===== config.mk =====
export PLATFORM = sky130hd
export DESIGN_NAME = subtraction_2bits_serial
export DESIGN_NICKNAME = d
export VERILOG_FILES = /design/src/rtl/subtraction_pkg.sv /design/src/rtl/sub_2bit_digit.sv /design/src/rtl/subtraction_2bits_serial.sv
export SDC_FILE = /design/constraint.sdc
export NUM_CORES = 1
export LEC_CHECK = 0
export CAP_MARGIN = 20
export CELL_PAD_IN_SITES_DETAIL_PLACEMENT = 1
export CELL_PAD_IN_SITES_GLOBAL_PLACEMENT = 1
export CORE_UTILIZATION = 28
export DETAILED_ROUTE_END_ITERATION = 16
export MAX_ROUTING_LAYER = met4
export PLACE_DENSITY_LB_ADDON = 0.1
export SYNTH_ARGS = -nofsm -noshare
export SYNTH_HDL_FRONTEND = slang
export SYNTH_SLANG_ARGS = --single-unit

===== constraint.sdc =====
create_clock -name Clock -period 3.2 [get_ports Clock]
set_input_delay 0.64 -clock Clock [delete_from_list [all_inputs] [get_ports Clock]]
set_output_delay 0.64 -clock Clock [all_outputs]
set_load 0.02 [all_outputs]

===== src/rtl/subtraction_pkg.sv =====
// Shared types and sizing helpers for the serial 2-bit-per-cycle subtractor.
package subtraction_pkg;

   typedef enum logic [1:0] {IDLE, RUN, DONE} state_t;

   function automatic int digits_of(input int width);
      return width / 2;
   endfunction

   // Counter must be at least one bit even for a single-digit operand.
   function automatic int cnt_width(input int width);
      int c;
      c = $clog2(width / 2);
      return (c < 1) ? 1 : c;
   endfunction

endpackage


===== src/rtl/sub_2bit_digit.sv =====
// One 2-bit subtractor slice: {bout, d} = a - b - bin as a 3-bit signed result.
module sub_2bit_digit (
   input  logic [1:0] a,
   input  logic [1:0] b,
   input  logic       bin,
   output logic [1:0] d,
   output logic       bout
);

   logic [2:0] diff;

   assign diff = {1'b0, a} - {1'b0, b} - {2'b00, bin};
   assign d    = diff[1:0];
   assign bout = diff[2];

endmodule


===== src/rtl/subtraction_2bits_serial.sv =====
// Serial subtractor: D = A - B - bin, one 2-bit digit per clock, LSB digit first,
// with start/busy/done handshake and registered, glitch-free result outputs.
module subtraction_2bits_serial
   import subtraction_pkg::*;
#(
   parameter int WIDTH = 16
) (
   input  logic             Clock,
   input  logic             Reset,
   input  logic             start,
   input  logic [WIDTH-1:0] in_a,
   input  logic [WIDTH-1:0] in_b,
   input  logic             bin,
   output logic             busy,
   output logic             done,
   output logic [WIDTH-1:0] out_d,
   output logic             bout
);

   localparam int DIGITS = digits_of(WIDTH);
   localparam int CW     = cnt_width(WIDTH);

   state_t           state, state_nxt;
   logic [WIDTH-1:0] a_sh, b_sh, res_sh, res_nxt;
   logic [CW-1:0]    cnt;
   logic             borrow;
   logic [1:0]       dig_d;
   logic             dig_bout;
   logic             accept, last;

   sub_2bit_digit u_digit (
      .a    (a_sh[1:0]),
      .b    (b_sh[1:0]),
      .bin  (borrow),
      .d    (dig_d),
      .bout (dig_bout)
   );

   assign accept  = start && (state == IDLE || state == DONE);
   assign last    = (cnt == CW'(DIGITS - 1));
   assign busy    = (state == RUN);
   assign done    = (state == DONE);
   // New digit enters at the top; after DIGITS shifts the word is aligned.
   assign res_nxt = (res_sh >> 2) | (WIDTH'(dig_d) << (WIDTH - 2));

   always_ff @(posedge Clock or posedge Reset) begin
      if (Reset) state <= IDLE;
      else       state <= state_nxt;
   end

   always_comb begin
      state_nxt = state;
      case (state)
         IDLE:    if (start) state_nxt = RUN;
         RUN:     if (last)  state_nxt = DONE;
         DONE:    state_nxt = start ? RUN : IDLE;
         default: state_nxt = IDLE;
      endcase
   end

   always_ff @(posedge Clock or posedge Reset) begin
      if (Reset) begin
         a_sh   <= '0;
         b_sh   <= '0;
         res_sh <= '0;
         cnt    <= '0;
         borrow <= 1'b0;
         out_d  <= '0;
         bout   <= 1'b0;
      end else if (accept) begin
         a_sh   <= in_a;
         b_sh   <= in_b;
         borrow <= bin;
         cnt    <= '0;
      end else if (state == RUN) begin
         a_sh   <= a_sh >> 2;
         b_sh   <= b_sh >> 2;
         borrow <= dig_bout;
         res_sh <= res_nxt;
         cnt    <= cnt + CW'(1);
         if (last) begin
            out_d <= res_nxt;
            bout  <= dig_bout;
         end
      end
   end

endmodule


==> results.cfg <==
[run_status]
status = finished clean

[clock_network]
clkTransAtPathRegs_ns = 0.08
cts_tree = yes
cts_root_buf = clkbuf_8
clk-insertion-delay-late_ns = 0.34
numCtsBuffers = 9
cts.sinks = 69
postCtsHoldBufs = 0
post_cts_buffers = 0
htree_levels = 3
post_cts_resized = 0
cts_buffer_depth = 2

[sta]
setup_ws_ns = 0.810
tightest_slew_ns = 0.600
final-setup-viol-count = 0
finClkSkew_ns = 0.00558
period_needed_ns = 2.39
max_clock_freq_ghz = 0.418
setup_tns_ns = 0
rsz0062_at_grt = false
fin_crit_sh = 0.747
slew_viol_final = 0
maxSlewHeadroom = 0.599
hold_slack_ns = 0.482
hold_viol = 0

[floorplan]
die_w_um = 105
core_sq_um = 10300
rows = 37
io_pins = 55
start_util = 0.286
die_area_sq_um = 10900
die_h_um = 105

[synthesis]
netlist_instances = 270
syn-cell-area_sq_um = 2940
ys_seq_elements = 69
yosysUniqueCellTypes = 29
ys_seq_area_frac = 0.586
syn-mean-instance-area_sq_um = 10.9
yosysWarnings = 0
synth_fp_nets = 312

[cells_and_area]
drive_gt1_frac = 0.0920
ff_latch_area_sq_um = 1730
layout.cells.non_filler = 462
multiInputGateArea_sq_um = 1050
fin_nets = 363
synthToLayoutAreaGrowth_pct = 26.5
fin_area_sq_um = 3720
final_util = 0.362
diodes = 0
num-fill-cells = 1181

[power_and_ir_drop]
seq_power_share = 0.403
p_switching_mw = 1.49
power.density_nw_per_um2 = 1020
p_sw_frac = 0.391
vdd_drop_max_v = 0.000293
p_int_mw = 2.32
p_leak_nw = 1.63
fin_total_pwr_mw = 3.82
p_comb_frac = 0.434
pwr-share-clk = 0.163

[drt]
firstDrtPassIters = 4
avgViaCountPerCell = 4.67
vias = 2156
routed_wl_mm = 6.86
drc = 0
ant_nets = 0
routedWlPerCell_um = 14.8
first_iter_violations = 46

[placed_design]
portBuffers = 54
dp_cells = 446
gp_congestion = 0.700
pre_cts_ws_ns = 0.842
dpl_cell_area_sq_um = 3560
dpl.hpwl_mm = 4.38

[critical_path]
crit_family = buffers and inverters
critPathLaunch = state[0]
critical_path_cell_count = 3
path_buf_inv = 2
cp_slowest_stage_delay_ns = 0.60
reg2reg_to = out_d[15]
critPathMaxFanout = 13
endpoint_kind = output pin
critPathLaunchType = flop
crit_end = busy
crit_path_top_delay_cell = dfrtp_1
reg2reg_depth = 6
worstPathArrival_ns = 1.75
path_class = flop to output pin
reg2reg_slack_ns = 0.84
crit_chain = nand2b_2 -> inv_4 -> clkdlybuf4s50_1
reg2reg_from = a_sh[0]
required_ns = 2.56

[global_route]
grt_use_total = 0.144
grt_max_degree = 46
grt_pass1_vias = 2283
grt_overflow = 0
grt_pass1_wl_mm = 11.7
antenna_found_initial = 0

[worst_hold_path]
hp-class = flop to flop

[flow_run]
drv_cap = 0
-- placed cells by master, fill, tap and decap left out, drive strengths merged, types with 2 or more instances in the layout --
master,instances
buf,6
fa,2
clkbuf,9
dfrtp,69
nor2,27
o22ai,27
nand2,42
a211oi,2
nand2b,2
a22o,5
nor3,25
mux2i,2
nand3,2
clkinv,4
inv,7
clkinvlp,3
mux2,17
nor2b,3
ha,4
a21oi,4
clkdlybuf4s50,54
o21ai,6
-- synthesized netlist by cell type --
| cell type | count | area, sq um |
|---|---|---|
| fa_1 | 2 | 40.0 |
| clkbuf_1 | 1 | 3.75 |
| inv_1 | 6 | 22.5 |
| ha_1 | 4 | 50.1 |
| nand3_1 | 2 | 10.0 |
| mux2_1 | 15 | 169 |
| mux2_2 | 2 | 22.5 |
| or2_2 | 1 | 6.26 |
| buf_2 | 6 | 30.0 |
| clkbuf_2 | 1 | 5.00 |
| xnor2_1 | 1 | 8.76 |
| o22ai_1 | 27 | 169 |
| dfrtp_1 | 69 | 1730 |
| and2b_4 | 1 | 10.0 |
| a21oi_1 | 4 | 20.0 |
| inv_4 | 1 | 6.26 |
| nand3b_1 | 1 | 7.51 |
| nor2_1 | 26 | 97.6 |
| nor2_4 | 1 | 11.3 |
| nor3_1 | 25 | 125 |
| a211oi_1 | 2 | 15.0 |
| a22o_1 | 5 | 43.8 |
| o21ai_0 | 6 | 30.0 |
| buf_6 | 4 | 45.0 |
| mux2i_1 | 2 | 20.0 |
| buf_4 | 8 | 60.1 |
| nand2b_1 | 2 | 12.5 |
| nor2b_1 | 3 | 18.8 |
| nand2_1 | 42 | 158 |
-- flip-flops by register name, summed over array words and instances, names as in the netlist --
name / count
bout: 1
a_sh: 16
state: 2
cnt: 3
b_sh: 16
res_sh: 14
out_d: 16
borrow: 1
-- worst min-delay path, cell delays in order, from the launching register on --
cell,delay [ns]
dfrtp_1,0.35
nand2_1,0.05
nand2_1,0.05
-- logic make-up (layout without fill, tap and decap cells) --
group,count (synthesis),in the layout,share of synthesized area
AND/OR/NAND/NOR,104,104,0.155
flip-flops,69,69,0.586
AO/OA/AOI/OAI,44,44,0.0943
buffers and inverters,27,83,0.0586
multiplexers,19,19,0.0718
adder cells (fa/ha/maj),6,6,0.0306
XOR/XNOR,1,1,0.00298
-- worst min-delay path by stage --
stage                     startpoint         to  slack [ns]  depth (start not counted)
after floorplan            res_sh[2]  res_sh[2]        0.44                          2
after global placement     res_sh[3]  res_sh[3]        0.46                          2
after detailed placement   res_sh[3]  res_sh[3]        0.47                          2
after CTS                  res_sh[3]  res_sh[3]        0.49                          2
after global routing       res_sh[3]  res_sh[3]        0.51                          2
final                      res_sh[3]  res_sh[3]        0.48                          2
-- power groups by stage --
stage	clock network (mW)	logic [mW]	registers, mW
2_1_floorplan	0	1.13	1.60
3_3_place_gp	0	1.63	1.56
3_5_place_dp	0	1.69	1.56
4_1_cts	0.648	1.68	1.55
5_1_grt	0.690	1.87	1.60
6_report	0.621	1.66	1.54
-- area by class of cell --
class / instances / area share
timing repair buffer: 60 / 0.157
inverter: 7 / 0.00773
clock inverter: 7 / 0.0114
tap: 136 / 0.0457
sequential: 69 / 0.464
multi-input combinational: 174 / 0.281
clock buffer: 9 / 0.0333
-- routing by layer --
metal / part of all wire / GRT usage / vias to the layer above
met1: 0.50 / 0.185 / 1080
li1: - / - / 1027
met4: 0.017 / 0.0704 / 0
met2: 0.45 / 0.217 / 39
met5: 0 / - / -
met3: 0.026 / 0.0268 / 10
No activity file was read; power rests on OpenSTA's default activity.
